`src/rtl/lvds_align_ctrl.sv`:
```
// Word-alignment sequencer for a multi-lane 7:1 LVDS receiver: bitslips each lane in turn until it shows TRAIN_PAT.
// Optional macro LVDS_ALIGN_AUTO_RETRY_EN: FAIL self-restarts after RETRY_DLY cycles instead of waiting for start.

module lvds_align_ctrl #(
  parameter int LANES = 4,
  parameter int WIDTH = 7,
  parameter logic [WIDTH-1:0] TRAIN_PAT = 7'b1100011,
  parameter int SETTLE_CYC = 4,
  parameter int MATCH_CNT = 16,
  parameter int MAX_SLIP = 7
`ifdef LVDS_ALIGN_AUTO_RETRY_EN
  ,
  parameter int RETRY_DLY = 256
`endif
) (
  input  logic                       clkdiv,
  input  logic                       rst,
  input  logic                       locked,
  input  logic                       start,
  input  logic [LANES*WIDTH-1:0]     dat_in,
  output logic [LANES-1:0]           bitslip,
  output logic [LANES-1:0]           lane_aligned,
  output logic                       aligned,
  output logic                       busy,
  output logic                       fail,
  output logic [$clog2(LANES)-1:0]   fail_lane
);

  localparam int LW = $clog2(LANES);
  localparam int TW = $clog2(SETTLE_CYC + 1);
  localparam int MW = $clog2(MATCH_CNT + 1);
  localparam int SW = $clog2(MAX_SLIP + 2);
  localparam logic [TW-1:0] SETTLE_LAST = TW'(SETTLE_CYC - 1);
  localparam logic [MW-1:0] MATCH_LAST  = MW'(MATCH_CNT - 1);
  localparam logic [SW-1:0] SLIP_MAX    = SW'(MAX_SLIP);
  localparam logic [LW-1:0] LANE_LAST   = LW'(LANES - 1);

  typedef enum logic [2:0] {
    IDLE, WAIT_LOCK, CHECK, SLIP, SETTLE, DONE, FAIL
  } state_t;

  state_t           state_q, state_d;
  logic [LW-1:0]    lane_q, lane_d;
  logic [TW-1:0]    tmr_q, tmr_d;
  logic [MW-1:0]    match_cnt_q, match_cnt_d;
  logic [SW-1:0]    slip_cnt_q, slip_cnt_d;
  logic [LANES-1:0] bitslip_q, bitslip_d;
  logic [LANES-1:0] lane_aligned_q, lane_aligned_d;
  logic             aligned_q, aligned_d;
  logic             fail_q, fail_d;
  logic [LW-1:0]    fail_lane_q, fail_lane_d;
`ifdef LVDS_ALIGN_AUTO_RETRY_EN
  localparam int RW = $clog2(RETRY_DLY + 1);
  localparam logic [RW-1:0] RETRY_LAST = RW'(RETRY_DLY - 1);
  logic [RW-1:0]    retry_q, retry_d;
`endif

  logic [LANES-1:0] lane_match;
  logic             cur_match;
  logic             do_restart;
  logic             do_drop;

  for (genvar gi = 0; gi < LANES; gi++) begin : g_lane
    assign lane_match[gi] = (dat_in[gi*WIDTH +: WIDTH] == TRAIN_PAT);
  end

  assign cur_match = lane_match[lane_q];

  always_comb begin
    state_d        = state_q;
    lane_d         = lane_q;
    tmr_d          = tmr_q;
    match_cnt_d    = match_cnt_q;
    slip_cnt_d     = slip_cnt_q;
    bitslip_d      = '0;
    lane_aligned_d = lane_aligned_q;
    aligned_d      = aligned_q;
    fail_d         = fail_q;
    fail_lane_d    = fail_lane_q;
`ifdef LVDS_ALIGN_AUTO_RETRY_EN
    retry_d        = retry_q;
`endif
    do_restart     = 1'b0;
    do_drop        = 1'b0;

    case (state_q)
      IDLE: begin
        if (start) do_restart = 1'b1;
      end
      WAIT_LOCK: begin
        if (!locked) begin
          tmr_d = '0;
        end else if (tmr_q == SETTLE_LAST) begin
          state_d     = CHECK;
          tmr_d       = '0;
          lane_d      = '0;
          match_cnt_d = '0;
          slip_cnt_d  = '0;
        end else begin
          tmr_d = tmr_q + TW'(1);
        end
      end
      CHECK: begin
        if (!locked) begin
          do_drop = 1'b1;
        end else if (cur_match) begin
          if (match_cnt_q == MATCH_LAST) begin
            lane_aligned_d[lane_q] = 1'b1;
            match_cnt_d = '0;
            slip_cnt_d  = '0;
            if (lane_q == LANE_LAST) begin
              state_d   = DONE;
              aligned_d = 1'b1;
            end else begin
              lane_d = lane_q + LW'(1);
            end
          end else begin
            match_cnt_d = match_cnt_q + MW'(1);
          end
        end else if (slip_cnt_q == SLIP_MAX) begin
          state_d     = FAIL;
          fail_d      = 1'b1;
          fail_lane_d = lane_q;
        end else begin
          // Pulse is registered, so it is high for exactly the cycle spent in SLIP.
          state_d   = SLIP;
          bitslip_d = LANES'(1) << lane_q;
        end
      end
      SLIP: begin
        if (!locked) begin
          do_drop = 1'b1;
        end else begin
          state_d    = SETTLE;
          slip_cnt_d = slip_cnt_q + SW'(1);
          tmr_d      = '0;
        end
      end
      SETTLE: begin
        if (!locked) begin
          do_drop = 1'b1;
        end else if (tmr_q == SETTLE_LAST) begin
          state_d     = CHECK;
          tmr_d       = '0;
          match_cnt_d = '0;
        end else begin
          tmr_d = tmr_q + TW'(1);
        end
      end
      DONE: begin
        if (start) do_restart = 1'b1;
        else if (!locked) do_drop = 1'b1;
      end
      FAIL: begin
        if (start) begin
          do_restart = 1'b1;
        end
`ifdef LVDS_ALIGN_AUTO_RETRY_EN
        else if (retry_q == RETRY_LAST) begin
          do_restart = 1'b1;
        end else begin
          retry_d = retry_q + RW'(1);
        end
`endif
      end
      default: state_d = IDLE;
    endcase

    // Losing lock invalidates every lane; retraining restarts from lane 0.
    if (do_drop) begin
      state_d        = WAIT_LOCK;
      tmr_d          = '0;
      bitslip_d      = '0;
      lane_aligned_d = '0;
      aligned_d      = 1'b0;
    end

    if (do_restart) begin
      state_d        = WAIT_LOCK;
      tmr_d          = '0;
      lane_d         = '0;
      match_cnt_d    = '0;
      slip_cnt_d     = '0;
      bitslip_d      = '0;
      lane_aligned_d = '0;
      aligned_d      = 1'b0;
      fail_d         = 1'b0;
      fail_lane_d    = '0;
`ifdef LVDS_ALIGN_AUTO_RETRY_EN
      retry_d        = '0;
`endif
    end
  end

  always_ff @(posedge clkdiv) begin
    if (rst) begin
      state_q        <= IDLE;
      lane_q         <= '0;
      tmr_q          <= '0;
      match_cnt_q    <= '0;
      slip_cnt_q     <= '0;
      bitslip_q      <= '0;
      lane_aligned_q <= '0;
      aligned_q      <= 1'b0;
      fail_q         <= 1'b0;
      fail_lane_q    <= '0;
`ifdef LVDS_ALIGN_AUTO_RETRY_EN
      retry_q        <= '0;
`endif
    end else begin
      state_q        <= state_d;
      lane_q         <= lane_d;
      tmr_q          <= tmr_d;
      match_cnt_q    <= match_cnt_d;
      slip_cnt_q     <= slip_cnt_d;
      bitslip_q      <= bitslip_d;
      lane_aligned_q <= lane_aligned_d;
      aligned_q      <= aligned_d;
      fail_q         <= fail_d;
      fail_lane_q    <= fail_lane_d;
`ifdef LVDS_ALIGN_AUTO_RETRY_EN
      retry_q        <= retry_d;
`endif
    end
  end

  assign bitslip      = bitslip_q;
  assign lane_aligned = lane_aligned_q;
  assign aligned      = aligned_q;
  assign fail         = fail_q;
  assign fail_lane    = fail_lane_q;
  assign busy         = (state_q == WAIT_LOCK) || (state_q == CHECK) ||
                        (state_q == SLIP) || (state_q == SETTLE);

endmodule
```
`config.mk`:
```
export PLATFORM = sky130hd
export DESIGN_NAME = lvds_align_ctrl
export DESIGN_NICKNAME = d
export VERILOG_FILES = /design/src/rtl/lvds_align_ctrl.sv
export SDC_FILE = /design/constraint.sdc
export NUM_CORES = 1
export LEC_CHECK = 0
export ABC_AREA = 1
export BUFFER_PORTS_ARGS = -buffer_cell sky130_fd_sc_hd__buf_2
export CAP_MARGIN = 30
export CORE_UTILIZATION = 45
export CTS_CLUSTER_DIAMETER = 100
export DETAILED_ROUTE_END_ITERATION = 8
export GPL_TIMING_DRIVEN = 0
export PLACE_DENSITY = 0.78
export SYNTH_ARGS = -nofsm -noshare
export SYNTH_HDL_FRONTEND = slang
export SYNTH_SLANG_ARGS = --single-unit
```
`constraint.sdc`:
```
create_clock -name clkdiv -period 1.9 [get_ports clkdiv]
set_clock_uncertainty 0.15 [all_clocks]
set_input_delay 0.19 -clock clkdiv [delete_from_list [all_inputs] [get_ports clkdiv]]
set_output_delay 0.19 -clock clkdiv [all_outputs]
set_load 0.03 [all_outputs]
```
==> summary.md <==
| Metric | Value |
|---|---|
| Commonest non-fill, non-tap cell in the layout | `nand2_1` |
| Clock Power Share | `0.287` |
| Clk_lat worst skew | `0.28 ns` |
| Launch point of the worst reg-to-reg path | `match_cnt_q[0]` |
| Drt pass-1 iters | `4` |
| Via-to-Cell Ratio | `around 4.7` |
| Yosys warning count | `0` |
| Crit path DAT | `about 1.8 ns` |
| Port buffer count | `43` |
| Avg Cell Area, Syn | `~6.6 um2` |
| Hpwl dp | `2730 um` |
| Cell Area, Synth | `~1700 um2` |
| CP max-delay cell | `dfxtp_1` |
| Drt total wl | `approximately 3700 um` |
| Initial antenna violation count | `0` |
| Layout area overhead | `26.6%` |
| GP Congestion | `between 0.9 and 1` |
| Leading cell types by total area after synthesis | `dfxtp_1 33%, nand2_1 12%, nor2_1 8.7%` |
| Register bit total from synthesis | `29` |
| Synth Instances | `approximately 260` |
| Vias in the first global route | `about 1600` |
| Setup violators final | `0` |
| Clk pin slew, worst setup/hold paths | `0.06 ns` |
| Top Ports | `45` |
| Pwr Density | `~1200 nW/um2` |
| Filler cells | `around 350` |
| Die ar. | `roughly 4100 um2` |
| Avg WL per Cell | `10.2 um` |
| Slew Limit Fails | `0` |
| Row count | `22` |
| Req. time, crit path | `1.92 ns` |
| Crit path largest cell delay | `~0.38 ns` |
| Max clock buf depth | `2` |
| Core area | `between 3000 and 4000 um2` |
| Vias | `1688` |
| Min-delay src | `start` |
| Comb power frac | `0.444` |
| Multi-input gate area | `around 1000 um2` |
| Period utilization | `0.952` |
| Leakage | `1.06 nW` |
| Remaining global-route overflow | `0` |
| Psw | `around 0.0011 W` |
| Status | `completed` |
| Maxcap violations | `0` |
| Dpl cells | `352` |
| Highest clock rate | `around 550 MHz` |
| Antenna Cells | `0` |
| Die Span X | `between 60 and 70 um` |
| Post-synth cell types | `27` |
| Unrepaired setup endpoints after global routing | `true` |
| Fraction of layout cells with a size suffix above 1 | `0.291` |
| CTS buffer count | `5` |
| Final ANT Viol Nets | `0` |
| Clk sinks | `29` |
| Synthesized net count | `300` |
| Final Hold Vio Count | `0` |
| Root Driver | `clkbuf_8` |
| First-pass GRT wire length | `around 6500 um` |
| Critical path cell sequence | `ha_2 > nand3_1 > o21ai_1 > o21ai_2 > nor3_4 > nand2_2 > nand2_1 > a21oi_1` |
| Switching share of power | `0.404` |
| Yosys top cell area share | `0.335` |
| Nets | `between 300 and 400` |
| Seq/Total Area, Yosys | `0.335` |
| Relative slew slack | `0.736` |
| Finished Core Util | `0.596` |
| Startpoint types | `register` |
| Crit path launch | `match_cnt_q[0]` |
| P_int | `about 0.0016 W` |
| Commonest cells after routing, fill and taps aside | `57 x nand2_1, 44 x buf_2, 37 x nor2_1, 30 x inv_1, 27 x dfxtp_1` |
| Die Y | `roughly 64 um` |
| Final Non-Filler Cells | `361` |
| CP endpoint kind | `register` |
| Peak supply drop | `slightly below 0.0009 V` |
| CTS tree | `built` |
| Largest net degree at the start of global routing | `11` |
| Starting density of the core | `0.470` |
| Post-synth top area cell | `dfxtp_1` |
| Global Route Usage Sum | `0.199` |
| Register Area | `583 um2` |
| Minimum clock period | `1.81 ns` |
| Worst Hold Class | `in -> reg` |
| Setup CP Type | `reg -> reg` |
| Seq pwr share | `0.269` |
| Critical Path Fanout Max | `5` |
| DRC Markers | `0` |
| H-tree depth | `2` |
| Measured slew at the worst slew-check pin | `around 0.40 ns` |
| Starting DRT DRC Count | `60` |
-- layout make-up --
| cell class | count | area share |
|---|---|---|
| Clock inverter | 3 | 0.0296 |
| Multi-Input combinational cell | 186 | 0.457 |
| Buffer | 4 | 0.0142 |
| Inverter | 42 | 0.0729 |
| Clock buffer | 5 | 0.0313 |
| Tap cell | 48 | 0.0273 |
| Timing Repair Buffer | 44 | 0.103 |
| Sequential cell | 29 | 0.265 |
-- cell families after synthesis --
group	after synthesis	share of synthesized area
buffers and inverters	46	0.105
adders and majority gates	7	0.0505
AOI/OAI and AO/OA	34	0.105
xor gates and xnor gates	5	0.0252
DFF	29	0.335
and+or+nand+nor	140	0.380
-- registers in the layout (all words and copies together), names as in the netlist --
signal        cells
fail_lane         2
bitslip           4
fail              1
state_q           3
slip_cnt_q        4
lane_aligned      4
match_cnt_q       5
lane_q            2
aligned           1
tmr_q             3
-- metal layers --
metal / global-route usage / wire length (um) / vias up
met5: 0 / 0 / -
li1: - / - / 926
met4: 0.0583 / 40 / 0
met2: 0.344 / 1710 / 46
met3: 0.0571 / 214 / 6
met1: 0.237 / 1700 / 710
-- power by group through the flow --
| stage | sequential [W] | clock [W] | combinational, W |
|---|---|---|---|
| 6_report | 0.000706 | 0.000753 | 0.00117 |
| 5_1_grt | 0.000711 | 0.000796 | 0.00132 |
| 4_1_cts | 0.000701 | 0.000766 | 0.00111 |
| 3_5_place_dp | 0.000714 | 0 | 0.00109 |
| 3_3_place_gp | 0.000712 | 0 | 0.00108 |
| 2_1_floorplan | 0.000708 | 0 | 0.000873 |
-- timing repair --
action                     4_1_cts  5_1_grt
pin swaps                        0        1
hold buffers                     1        0
hold endpoints to repair         1        0
setup buffers                    0        0
gates resized for setup          1       13
setup endpoints to repair        1       21
-- worst max-delay path, delay by kind of cell, from the launching register on --
family / cells / cell delay (ns)
AO/OA/AOI/OAI: 3 / 0.37
adder cells (fa/ha/maj): 1 / 0.22
flip-flops: 1 / 0.38
AND/OR/NAND/NOR: 4 / 0.59
-- synthesized netlist by cell type --
master,instances
nand2_1,57
nor2_1,40
inv_1,30
dfxtp_1,29
a21oi_1,23
nand3_1,13
inv_2,11
nor3_1,8
ha_1,7
nand4_1,6
nor2_4,5
o21ai_0,5
nand2_2,4
nand2_4,3
o21ai_1,3
xor2_1,3
buf_4,2
nand3_2,2
xnor2_1,2
a31oi_1,1
buf_2,1
clkbuf_1,1
clkinv_1,1
nand3b_1,1
nor3_2,1
o211ai_2,1
o21ai_2,1
-- per-stage QoR --
step,TNS (ns),instance area (um2),power (W),worst slack [ns],hold WS (ns)
6_report,0,2200,0.00263,0.0912,0.182
2_1_floorplan,0,1740,0.00158,0.271,0.109
3_3_place_gp,0,2010,0.00179,0.00788,0.228
3_5_place_dp,-0.0196,2010,0.00180,-0.0196,0.236
5_1_grt,-0.331,2200,0.00283,-0.0710,0.219
4_1_cts,0,2160,0.00258,0.0209,0.180
-- path summary, 6_finish.rpt --
path / end / slack (ns) / cells after the start
worst min-delay path: state_q[0] / 0.18 / 5
worst min register to register: fail_lane[0] / 0.30 / 2
worst max register to register: slip_cnt_q[3] / 0.09 / 8
worst max-delay path: slip_cnt_q[3] / 0.09 / 8
Power figures use the tool's default switching activity.
